$ cat config.mk
export PLATFORM = sky130hd
export DESIGN_NAME = mem_port_arbiter
export DESIGN_NICKNAME = d
export VERILOG_FILES = /design/src/rtl/mem_arb_pkg.sv /design/src/rtl/rr_pick2.sv /design/src/rtl/mem_port_arbiter.sv
export SDC_FILE = /design/constraint.sdc
export NUM_CORES = 1
export LEC_CHECK = 0
export BUFFER_PORTS_ARGS = -buffer_cell sky130_fd_sc_hd__buf_2
export CAP_MARGIN = 0
export CORE_AREA = 2 2 107 109
export CTS_CLUSTER_DIAMETER = 100
export DETAILED_ROUTE_END_ITERATION = 6
export DIE_AREA = 0 0 109 111
export SYNTH_ARGS = -nofsm -noshare
export SYNTH_HDL_FRONTEND = slang
export SYNTH_HIERARCHICAL = 1
export SYNTH_SLANG_ARGS = --single-unit
$ cat constraint.sdc
create_clock -name clk -period 2.05 [get_ports clk]
set_input_delay 0.205 -clock clk [delete_from_list [all_inputs] [get_ports clk]]
set_output_delay 0.205 -clock clk [all_outputs]
set_load 0.02 [all_outputs]
$ cat src/rtl/mem_arb_pkg.sv
// Shared definitions for the unified-memory port arbiter.
//   arb_state_t : sequencer states (IDLE, BUSY_IF, BUSY_D)
//   owner_t     : requester encoding, also the bit index into grant vectors
//   BE_FULL     : byte-enable value for full-word reads
//   MEM_LAT_*   : legal memory read latency range
//   CNT_W       : latency counter width, enough to hold MEM_LAT_MAX-1
package mem_arb_pkg;

    typedef enum logic [1:0] {
        IDLE    = 2'd0,
        BUSY_IF = 2'd1,
        BUSY_D  = 2'd2
    } arb_state_t;

    typedef enum logic {
        OWN_IF = 1'b0,
        OWN_D  = 1'b1
    } owner_t;

    localparam logic [3:0] BE_FULL = 4'hF;

    localparam int MEM_LAT_MIN = 1;
    localparam int MEM_LAT_MAX = 4;
    localparam int CNT_W       = 2;

endpackage

$ cat src/rtl/rr_pick2.sv
// Two-way round-robin picker.
//   req  : request vector, bit OWN_IF = fetch, bit OWN_D = data
//   last : 1 when the data requester was granted most recently
//   gnt  : one-hot grant (all zero when nothing is requested)
module rr_pick2
    import mem_arb_pkg::*;
(
    input  logic [1:0] req,
    input  logic       last,
    output logic [1:0] gnt
);

    // On contention the requester that did not win last time goes first.
    always_comb begin
        gnt         = 2'b00;
        gnt[OWN_IF] = req[OWN_IF] & (~req[OWN_D] | last);
        gnt[OWN_D]  = req[OWN_D] & (~req[OWN_IF] | ~last);
    end

endmodule

$ cat src/rtl/mem_port_arbiter.sv
// Shares one single-port memory between instruction fetch and load/store.
// One transaction is outstanding at a time; the read latency is counted with
// a down-counter and a one-cycle response pulse goes back to the owner.
//   clk, rst              : clock, asynchronous active-low reset
//   if_req/if_addr        : fetch request and byte address
//   if_gnt/if_rvalid/if_rdata : fetch grant, response pulse, instruction word
//   d_req/d_addr/d_we/d_be/d_wdata : data request, address, store controls
//   d_gnt/d_rvalid/d_rdata : data grant, response/store ack, load word
//   mem_en/mem_we/mem_be/mem_addr/mem_wdata : memory command port
//   mem_rdata             : memory read data, MEM_LAT cycles after mem_en
//
// state   | meaning
// --------+----------------------------------------------
// IDLE    | nothing outstanding, every cycle is open
// BUSY_IF | fetch outstanding, response when counter is 0
// BUSY_D  | data access outstanding, response at counter 0
module mem_port_arbiter
    import mem_arb_pkg::*;
#(
    parameter int ADDR_W  = 32,
    parameter int DATA_W  = 32,
    parameter int MEM_LAT = 1
)
(
    input  logic              clk,
    input  logic              rst,
    input  logic              if_req,
    input  logic [ADDR_W-1:0] if_addr,
    output logic              if_gnt,
    output logic              if_rvalid,
    output logic [DATA_W-1:0] if_rdata,
    input  logic              d_req,
    input  logic [ADDR_W-1:0] d_addr,
    input  logic              d_we,
    input  logic [3:0]        d_be,
    input  logic [DATA_W-1:0] d_wdata,
    output logic              d_gnt,
    output logic              d_rvalid,
    output logic [DATA_W-1:0] d_rdata,
    output logic              mem_en,
    output logic              mem_we,
    output logic [3:0]        mem_be,
    output logic [ADDR_W-1:0] mem_addr,
    output logic [DATA_W-1:0] mem_wdata,
    input  logic [DATA_W-1:0] mem_rdata
);

    if (MEM_LAT < MEM_LAT_MIN || MEM_LAT > MEM_LAT_MAX) begin : g_bad_lat
        $error("mem_port_arbiter: MEM_LAT out of range 1..4");
    end

    localparam logic [CNT_W-1:0] LAT_LOAD = CNT_W'(MEM_LAT - 1);

    arb_state_t       state_q, state_d;
    logic [CNT_W-1:0] cnt_q, cnt_d;
    logic             last_d_q, last_d_d;
    logic             we_q, we_d;

    logic             open_cyc;
    logic             resp_cyc;
    logic [1:0]       req_v;
    logic [1:0]       pick;

    // Address bits below word alignment are intentionally ignored.
    logic             addr_lsb_unused;
    assign addr_lsb_unused = ^{if_addr[1:0], d_addr[1:0]};

    assign resp_cyc = (state_q != IDLE) && (cnt_q == '0);
    assign open_cyc = (state_q == IDLE) || resp_cyc;

    // Requests are masked by rst so that grants stay low while in reset.
    assign req_v = {d_req, if_req} & {2{open_cyc & rst}};

    rr_pick2 u_pick (
        .req  (req_v),
        .last (last_d_q),
        .gnt  (pick)
    );

    always_ff @(posedge clk or negedge rst) begin
        if (!rst) begin
            state_q  <= IDLE;
            cnt_q    <= '0;
            last_d_q <= 1'b1;
            we_q     <= 1'b0;
        end else begin
            state_q  <= state_d;
            cnt_q    <= cnt_d;
            last_d_q <= last_d_d;
            we_q     <= we_d;
        end
    end

    always_comb begin
        state_d   = state_q;
        cnt_d     = cnt_q;
        last_d_d  = last_d_q;
        we_d      = we_q;
        if_gnt    = 1'b0;
        d_gnt     = 1'b0;
        mem_en    = 1'b0;
        mem_we    = 1'b0;
        mem_be    = 4'h0;
        mem_addr  = '0;
        mem_wdata = '0;

        if (state_q != IDLE && cnt_q != '0) begin
            cnt_d = cnt_q - CNT_W'(1);
        end
        if (resp_cyc) begin
            state_d = IDLE;
        end

        // A grant in the response cycle overrides the return to IDLE.
        if (pick[OWN_IF]) begin
            if_gnt   = 1'b1;
            mem_en   = 1'b1;
            mem_be   = BE_FULL;
            mem_addr = {if_addr[ADDR_W-1:2], 2'b00};
            state_d  = BUSY_IF;
            cnt_d    = LAT_LOAD;
            last_d_d = 1'b0;
        end else if (pick[OWN_D]) begin
            d_gnt     = 1'b1;
            mem_en    = 1'b1;
            mem_we    = d_we;
            mem_be    = d_we ? d_be : BE_FULL;
            mem_addr  = {d_addr[ADDR_W-1:2], 2'b00};
            mem_wdata = d_wdata;
            state_d   = BUSY_D;
            cnt_d     = LAT_LOAD;
            last_d_d  = 1'b1;
            we_d      = d_we;
        end
    end

    assign if_rvalid = resp_cyc && (state_q == BUSY_IF);
    assign d_rvalid  = resp_cyc && (state_q == BUSY_D);
    assign if_rdata  = if_rvalid ? mem_rdata : '0;
    assign d_rdata   = (d_rvalid && !we_q) ? mem_rdata : '0;

endmodule

## Word level (Yosys, flattened, before mapping)

Cells that the tools add are included.

| operators by class | value |
|---|---|
| $add $sub $neg | 1 |
| equal/unequal tests | 2 |
| mux-type cells | 23 |
| bitwise operators | 10 |
| reductions and logical operators | 15 |

Operator list:

| cell | count |
|---|---|
| $mux W32 | 6 |
| $mux W2 | 6 |
| $mux W4 | 3 |
| $mux W1 | 8 |
| $reduce_bool A2 Y1 | 3 |
| $reduce_bool A3 Y1 | 2 |
| $logic_and A1 B1 Y1 | 5 |
| $logic_not A2 Y1 | 2 |
| $not A1 Y1 | 4 |
| $and A1 B1 Y1 | 3 |
| $and A2 B2 Y2 | 1 |
| $eq A2 B1 Y1 const B | 1 |
| $eq A2 B2 Y1 const B | 1 |
| $or A1 B1 Y1 | 2 |
| $reduce_and A2 Y1 | 1 |
| $sub A2 B1 Y2 const B | 1 |
| $logic_not A1 Y1 | 1 |
| $logic_or A1 B1 Y1 | 1 |

| storage, ports and cells | value |
|---|---|
| flip-flop bits (word level) | 6 |
| bits of input ports | 137 |

## Depth between registers and ports, before layout

Gate-level depths: netlist of the first run.

| depth | value |
|---|---|
| depth in word-level cells | 10 |
| depth in mapped cells | 10 |

## Modules after synthesis

The synthesis of the first run kept the hierarchy.

By module, submodules not included:

| module | times used | cells each | area each (um^2) | seq. area each (um^2) |
|---|---|---|---|---|
| mem_port_arbiter | 1 | 188 | 1,415.1 | 151.4 |
| rr_pick2 | 1 | 3 | 18.8 | 0.0 |

## Least setup slack after synthesis of the first run

No wires, ideal clock.

| timing | value |
|---|---|
| path type | flip-flop to output port |
| start point | reg cnt_q[0] |
| end point | out mem_addr[10] |
| arrival | 2,166 ps |
| data required time | 1,845 ps |
| slack | -321 ps |
| cell stages (with the launch flop) | 9 |
| buffers on the path | 2 |
| cell sequence | dfrtp_1 > inv_1 > ha_1 > o21bai_1 > and3_1 > a21boi_1 > buf_6 > clkbuf_1 > a22o_1 |

| between the ends | value |
|---|---|
| word-level cells in the longest chain between the ends | 10 |

RTL lines:

| item | RTL line | source |
|---|---|---|
| start: declaration | mem_port_arbiter.sv:55 | `logic [CNT_W-1:0] cnt_q, cnt_d;` |
| start signal: assignment | mem_port_arbiter.sv:88 | `cnt_q <= cnt_d;` |
| $logic_not A2 Y1 * | mem_port_arbiter.sv:68 | `assign resp_cyc = (state_q != IDLE) && (cnt_q == '0);` |
| $logic_and A1 B1 Y1 * | mem_port_arbiter.sv:68 |  |
| $logic_or A1 B1 Y1 * | mem_port_arbiter.sv:69 | `assign open_cyc = (state_q == IDLE) \|\| resp_cyc;` |
| $and A1 B1 Y1 * | mem_port_arbiter.sv:72 | `assign req_v = {d_req, if_req} & {2{open_cyc & rst}};` |
| $and A2 B2 Y2 * | mem_port_arbiter.sv:72 |  |
| named net req_v[0] | mem_port_arbiter.sv:61 | `logic [1:0] req_v;` |
| $not A1 Y1 | rr_pick2.sv:17 | `gnt[OWN_D] = req[OWN_D] & (~req[OWN_IF] \| ~last);` |
| $or A1 B1 Y1 | rr_pick2.sv:17 |  |
| $and A1 B1 Y1 | rr_pick2.sv:17 |  |
| $mux W32 | mem_port_arbiter.sv:123 | `end else if (pick[OWN_D]) begin` |
| $mux W32 * | mem_port_arbiter.sv:115 | `if (pick[OWN_IF]) begin` |
| end: declaration | mem_port_arbiter.sv:43 | `output logic [ADDR_W-1:0] mem_addr,` |

Mark *: on every way through the listed nets, which the timed path passes. The rest lies on a longest branch.

## Worst setup path after layout of the first run

| timing | value |
|---|---|
| start point | reg cnt_q[0] |
| end point | out mem_addr[8] |

RTL lines:

| item | RTL line | source |
|---|---|---|
| $logic_not A2 Y1 * | mem_port_arbiter.sv:68 |  |
| $logic_and A1 B1 Y1 * | mem_port_arbiter.sv:68 |  |
| $logic_or A1 B1 Y1 * | mem_port_arbiter.sv:69 |  |
| $and A1 B1 Y1 * | mem_port_arbiter.sv:72 |  |
| $and A2 B2 Y2 * | mem_port_arbiter.sv:72 |  |
| named net req_v[1] | mem_port_arbiter.sv:61 |  |
| $not A1 Y1 | rr_pick2.sv:16 | `gnt[OWN_IF] = req[OWN_IF] & (~req[OWN_D] \| last);` |
| $or A1 B1 Y1 | rr_pick2.sv:16 |  |
| $and A1 B1 Y1 | rr_pick2.sv:16 |  |
| $mux W32 * | mem_port_arbiter.sv:115 |  |

Marked as above.

==> impl_metrics.yaml, run 1 <==
synth:
  ys_warn_count: 6
  synth_area_mm2: 0.001434
  synth_seq_cells: 6
  synth_area_per_cell_um2: 7.507
  yosys.cell_types.count: 28
  post_synth_inst_count: 191
  synth_seq_area_share_pct: 10.56
detailed_routing:
  drt-total-wl_um: 7761
  route.detailed.wl_per_inst_um: 12.81
  drt_drc_violations_left: 0
  final_antenna_net_count: 0
  first_iter_violations: 31
  iteration_count_of_the_initial_detailed_routing_pass: 2
  avgViaCountPerCell: 3.965
  via_count: 2403
layout:
  layout.core_utilization_pct: 34.12
  filler_cell_count: 1112
  multi_input_comb_area_mm2: 0.001355
  num_antenna_cells: 0
  layout.area.seq_um2: 151.4
  num-nets-final: 602
  post_route_cells_drive_above_1_share_pct: 74.73
  stdcell_count: 606
  synthToLayoutAreaGrowth_pct: 163.6
global_routing:
  pin_count_of_the_biggest_net_entering_global_routing: 37
  grt_antenna_before_repair: 0
  grt_usage_pct: 11.06
  grt_first_pass_wirelength_um: 10530
  via_count_of_the_first_global_routing_pass: 2264
  grt_remaining_overflow: 0
power_and_ir_drop:
  design_power_total_mw: 1.313
  worst_ir_drop_vdd_mv: 0.2225
  total_leakage_power_nw: 2.201
  power-per-cell-area_mw_per_mm2: 347.4
die:
  io_pins: 275
  initial_utilization_pct: 12.94
  row_count: 39
  die_area_mm2: 0.01210
  core_mm2: 0.01108
  die_width_um: 109
  die-height_um: 111
clock_network:
  cts_hold_bufs: 1
  numClockSinks: 6
  clk_path_buf_depth: 2
  cts-htree-levels: 1
  cts_tree: "built"
  clockRootBuffer: "sky130_fd_sc_hd__clkbuf_16"
  cts.clk_slew.worst_paths_ns: 0.04
  cts_inserted_buffers: 3
  insertion_delay_ns: 0.23
critical_path:
  critical_path_class: "flop to output pin"
  data_arrival_at_the_endpoint_of_the_critical_path_ns: 2.14
  slack_of_the_worst_reg_to_reg_path_ns: -0.05
  worst-r2r-cell-count: 10
  path_max_fanout: 18
  start_kind: "flop"
  rr_startpoint: "cnt_q[0]"
  timing.rr.end: "cnt_q[0]"
  critical_path_required_ns: 1.85
  worstSetupEndpointType: "output pin"
place:
  dp.cells: 594
  post-place-ws_ns: -0.08214
  place.gp.congestion: 0.8079
  port_buffers: 268
  place_hpwl_um: 6084
timing:
  slew_violations: 0
  smallest_setup_slack_after_layout_ns: -0.2982
  setup_skew_after_layout_ns: 0.0002916
  setup_viol_count_final: 72
  rsz0062_at_grt: "true"
  post_layout_minimum_cycle_time_ns: 2.348
  worst_hold_slack_ns: -0.05980
  post-route-period-util_pct: 114.5
  hold_viol_final: 1
  fmax_mhz: 425.9
run_status:
  failing_checks: "negative hold slack, negative setup slack"
  run_status: "finished with violations"
min_path:
  min_path_type: "input pin to async pin"
job:
  drv_cap: 0
-- flip-flops by register name, summed over array words and instances (netlist names) --
| register | count |
|---|---|
| state_q | 2 |
| we_q | 1 |
| cnt_q | 2 |
| last_d_q | 1 |
-- timing repair --
action / 4_1_cts / 5_1_grt
hold endpoints to repair: 5 / 1
resized for setup: 102 / 42
pin swaps: 3 / 6
endpoints found under the setup margin: 70 / 75
setup buffers: 4 / 0
cloned: 3 / 1
-- layout make-up --
class	count	share of cell area, %
repair buffers	288	52.83
multi-input cells	160	35.85
well taps	143	4.734
flip-flops and latches	6	4.005
clock buffers	4	2.085
inverters	5	0.4965
-- layer usage --
layer | vias up | routed length (um) | track usage [%] | part of all wire, %
met5 | - | 0 | 0 | 0
li1 | 1179 | - | - | -
met4 | 0 | 61 | 2.564 | 0.79
met1 | 1061 | 2624 | 10.50 | 34
met3 | 5 | 657 | 1.352 | 8.5
met2 | 158 | 4417 | 23.69 | 57
-- worst max-delay path, stage by stage (launching register included) --
cell                        delay, ns
sky130_fd_sc_hd__dfrtp_1         0.35
sky130_fd_sc_hd__inv_2           0.05
sky130_fd_sc_hd__ha_4            0.15
sky130_fd_sc_hd__o21bai_4        0.17
sky130_fd_sc_hd__and3_4          0.17
sky130_fd_sc_hd__buf_6           0.11
sky130_fd_sc_hd__a21boi_4        0.22
sky130_fd_sc_hd__nor2b_4         0.11
sky130_fd_sc_hd__clkbuf_16       0.20
sky130_fd_sc_hd__a22o_4          0.22
sky130_fd_sc_hd__buf_2           0.15
-- worst max path at each step --
stage,from,to
final,cnt_q[0],mem_addr[8]
after global routing,cnt_q[0],mem_addr[6]
after CTS,cnt_q[0],mem_addr[31]
after detailed placement,cnt_q[0],mem_be[3]
after global placement,cnt_q[1],mem_be[1]
after floorplan,cnt_q[0],mem_addr[10]
-- cell families (layout without fill, tap and decap cells) --
logic type,count (synthesis),count (layout),share of synthesized area [%]
AO/OA/AOI/OAI,39,39,22.95
adder cells (fa/ha/maj),1,1,0.8725
buffers and inverters,26,297,11.69
flip-flops,6,6,10.56
multiplexers,3,3,2.356
other,1,2,0.2615
AND/OR/NAND/NOR,115,115,51.31
-- synth_stat cells --
master / n / area share (%)
sky130_fd_sc_hd__a21boi_0: 1 / 0.52
sky130_fd_sc_hd__a21boi_1: 1 / 0.52
sky130_fd_sc_hd__a21o_1: 4 / 2.1
sky130_fd_sc_hd__a21oi_1: 1 / 0.35
sky130_fd_sc_hd__a22o_1: 30 / 18
sky130_fd_sc_hd__a31o_2: 1 / 0.61
sky130_fd_sc_hd__and2_1: 97 / 42
sky130_fd_sc_hd__and3_1: 2 / 0.87
sky130_fd_sc_hd__and3b_1: 1 / 0.61
sky130_fd_sc_hd__and4bb_4: 1 / 1.1
sky130_fd_sc_hd__buf_2: 3 / 1.0
sky130_fd_sc_hd__buf_4: 6 / 3.1
sky130_fd_sc_hd__buf_6: 5 / 3.9
sky130_fd_sc_hd__clkbuf_1: 2 / 0.52
sky130_fd_sc_hd__clkbuf_2: 5 / 1.7
sky130_fd_sc_hd__conb_1: 1 / 0.26
sky130_fd_sc_hd__dfrtp_1: 5 / 8.7
sky130_fd_sc_hd__dfstp_2: 1 / 1.8
sky130_fd_sc_hd__ha_1: 1 / 0.87
sky130_fd_sc_hd__inv_1: 5 / 1.3
sky130_fd_sc_hd__mux2_2: 3 / 2.4
sky130_fd_sc_hd__nand2b_1: 5 / 2.2
sky130_fd_sc_hd__nor2_1: 2 / 0.52
sky130_fd_sc_hd__nor2b_4: 1 / 0.96
sky130_fd_sc_hd__nor3_1: 2 / 0.70
sky130_fd_sc_hd__nor3b_1: 3 / 1.6
sky130_fd_sc_hd__o21bai_1: 1 / 0.52
sky130_fd_sc_hd__or2_2: 1 / 0.44
-- stage by stage --
step                instance area, um^2  TNS [ns]
floorplan                          1652   -0.6486
global placement                   3132   -0.3525
detailed placement                 3132    -1.111
CTS                                3650    -15.82
global route                       3780    -23.19
finish                             3780    -16.16
-- power breakdown --
group / leakage [nW] / switching (mW) / internal (mW) / total, mW
logic: 2.09 / 0.403 / 0.435 / 0.839
clock network: 0.0382 / 0.0765 / 0.259 / 0.335
registers: 0.0765 / 0.00810 / 0.131 / 0.139
-- layout by cell type (no fill, tap or decap) --
cell type,n
sky130_fd_sc_hd__and4bb_4,1
sky130_fd_sc_hd__and2_4,26
sky130_fd_sc_hd__and3_4,2
sky130_fd_sc_hd__and3b_1,1
sky130_fd_sc_hd__buf_4,11
sky130_fd_sc_hd__inv_1,3
sky130_fd_sc_hd__buf_6,66
sky130_fd_sc_hd__a22o_4,14
sky130_fd_sc_hd__a21boi_4,1
sky130_fd_sc_hd__buf_12,2
sky130_fd_sc_hd__a21oi_1,1
sky130_fd_sc_hd__dfrtp_1,5
sky130_fd_sc_hd__buf_8,1
sky130_fd_sc_hd__conb_1,2
sky130_fd_sc_hd__nor3_1,2
sky130_fd_sc_hd__dlygate4sd3_1,1
sky130_fd_sc_hd__nand2b_1,5
sky130_fd_sc_hd__a21o_1,4
sky130_fd_sc_hd__a21boi_2,1
sky130_fd_sc_hd__dfstp_2,1
sky130_fd_sc_hd__and2_1,71
sky130_fd_sc_hd__or2_2,1
sky130_fd_sc_hd__a31o_2,1
sky130_fd_sc_hd__bufbuf_16,1
sky130_fd_sc_hd__ha_4,1
sky130_fd_sc_hd__a22o_1,16
sky130_fd_sc_hd__o21bai_4,1
sky130_fd_sc_hd__buf_16,1
sky130_fd_sc_hd__clkbuf_1,1
sky130_fd_sc_hd__nor2b_4,1
sky130_fd_sc_hd__mux2_2,3
sky130_fd_sc_hd__nor3b_1,3
sky130_fd_sc_hd__nor2_1,2
sky130_fd_sc_hd__clkbuf_16,4
sky130_fd_sc_hd__buf_2,204
sky130_fd_sc_hd__inv_2,2
Note: power is estimated with default switching activity, not from simulation.
==> run 2, diff against run 1 <==
==> constraint.sdc (replaced) <==
create_clock -name clk -period 1.95 [get_ports clk]
set_input_delay 0.195 -clock clk [delete_from_list [all_inputs] [get_ports clk]]
set_output_delay 0.195 -clock clk [all_outputs]
set_load 0.02 [all_outputs]
==> impl_metrics.yaml, run 2 (synthesis gave the netlist of run 1 again) <==
detailed_routing:
  route.detailed.wl_per_inst_um: 14.02
  drt_drc_violations_left: 0
  first_iter_violations: 44
  final_antenna_net_count: 0
  drt-total-wl_um: 8623
  avgViaCountPerCell: 4.049
  iteration_count_of_the_initial_detailed_routing_pass: 4
  via_count: 2490
layout:
  num_antenna_cells: 0
  num-nets-final: 611
  reg.largest.list: "cnt_q (2), state_q (2)"
  synthToLayoutAreaGrowth_pct: 171.6
  post_route_cells_drive_above_1_share_pct: 76.27
  most_common_cell_after_layout_fill_and_taps_aside: "sky130_fd_sc_hd__buf_2"
  mostFrequentLayoutCells: "sky130_fd_sc_hd__buf_2, sky130_fd_sc_hd__and2_1, sky130_fd_sc_hd__buf_4, sky130_fd_sc_hd__buf_6, sky130_fd_sc_hd__and2_4"
timing:
  smallest_setup_slack_after_layout_ns: -0.3748
  setup_tns_ns: -23.29
  hold_viol_final: 0
  post-route-period-util_pct: 119.2
  post_layout_minimum_cycle_time_ns: 2.325
  setup_skew_after_layout_ns: 0.001259
  worst_hold_slack_ns: 0.3202
  fmax_mhz: 430.1
  setup_viol_count_final: 73
  slew_violations: 0
  rsz0062_at_grt: "true"
die:
  die_width_um: 109
  die_area_mm2: 0.01210
  core_mm2: 0.01108
  die-height_um: 111
  initial_utilization_pct: 12.94
  row_count: 39
  io_pins: 275
critical_path:
  worstSetupEndpointType: "output pin"
  critical_path_required_ns: 1.75
  data_arrival_at_the_endpoint_of_the_critical_path_ns: 2.13
  critical_path_class: "flop to output pin"
  path_max_fanout: 11
  start_kind: "flop"
power_and_ir_drop:
  total_leakage_power_nw: 2.269
  worst_ir_drop_vdd_mv: 0.2111
  design_power_total_mw: 1.423
  power-per-cell-area_mw_per_mm2: 365.5
clock_network:
  cts_tree: "built"
  clockRootBuffer: "sky130_fd_sc_hd__clkbuf_16"
  cts.clk_slew.worst_paths_ns: 0.03
  cts-htree-levels: 1
  insertion_delay_ns: 0.23
  numClockSinks: 6
  cts_inserted_buffers: 3
  clk_path_buf_depth: 2
place:
  place_hpwl_um: 6139
  port_buffers: 268
  place.gp.congestion: 0.7865
run_status:
  run_status: "finished with violations"
  failing_checks: "negative setup slack"
global_routing:
  grt_first_pass_wirelength_um: 11190
  grt_antenna_before_repair: 0
  grt_remaining_overflow: 0
  via_count_of_the_first_global_routing_pass: 2297
  grt_usage_pct: 11.95
  pin_count_of_the_biggest_net_entering_global_routing: 34
min_path:
  min_path_type: "input pin to flop"
job:
  drv_cap: 0
[run 2: layout make-up]
type	instances	area, um^2
Fill cell	1129	7183
Multi-Input combinational cell	162	1405
Clock buffer	4	78.83
Inverter	5	18.77
Timing Repair Buffer	295	2061
Tap cell	143	178.9
Sequential cell	6	151.4
[run 2: worst max-delay path: stages, from the launching register on]
cell and delay [ns]:
sky130_fd_sc_hd__dfrtp_1 0.34, sky130_fd_sc_hd__inv_1 0.05, sky130_fd_sc_hd__ha_2 0.16, sky130_fd_sc_hd__o21bai_4 0.18
sky130_fd_sc_hd__and3_4 0.16, sky130_fd_sc_hd__buf_6 0.11, sky130_fd_sc_hd__a21boi_4 0.17, sky130_fd_sc_hd__nor2b_4 0.07
sky130_fd_sc_hd__buf_12 0.15, sky130_fd_sc_hd__buf_16 0.15, sky130_fd_sc_hd__a22o_4 0.21, sky130_fd_sc_hd__buf_2 0.15
[run 2: path summary, 6_finish.rpt]
kind | startpoint | end | slack [ns] | depth (start not counted)
worst max-delay path | cnt_q[0] | mem_addr[27] | -0.37 | 11
worst min-delay path | d_we | we_q | 0.32 | 2
worst max register to register | cnt_q[0] | we_q | -0.13 | 9
worst min register to register | last_d_q | last_d_q | 0.51 | 2
max in group asynchronous | rst | state_q[0] | 1.28 | 3
min in group asynchronous | rst | cnt_q[0] | 0.37 | 2
[run 2: per-stage QoR]
stage	instance area [um^2]	std cells	util (%)	worst slack [ns]
6_report	3894	615	35.15	-0.3748
5_1_grt	3894	615	35.15	-0.4766
4_1_cts	3656	609	33.01	-0.3733
3_5_place_dp	3154	594	28.48	-0.1955
3_3_place_gp	3154	594	28.48	-0.1703
2_1_floorplan	1674	192	-	-0.1168
[run 2: power by group]
| group | internal [mW] | switching (mW) |
|---|---|---|
| clock network | 0.271 | 0.0676 |
| registers | 0.138 | 0.0130 |
| logic | 0.489 | 0.445 |
[run 2: routing by layer]
metal  vias up  part of all wire, %  GRT usage, %
met1      1122                   33         10.92
met5         -                    0             0
met4         0                 0.37         1.795
met2       161                   58         26.13
met3         4                  8.5         2.058
li1       1203                    -             -
[run 2: what timing repair did]
item,CTS,global route
gates cloned,5,5
gates resized for setup,81,42
pin swaps,2,6
hold endpoints to repair,6,0
setup buffers,5,2
setup endpoints to repair,76,124
hold buffers,1,0
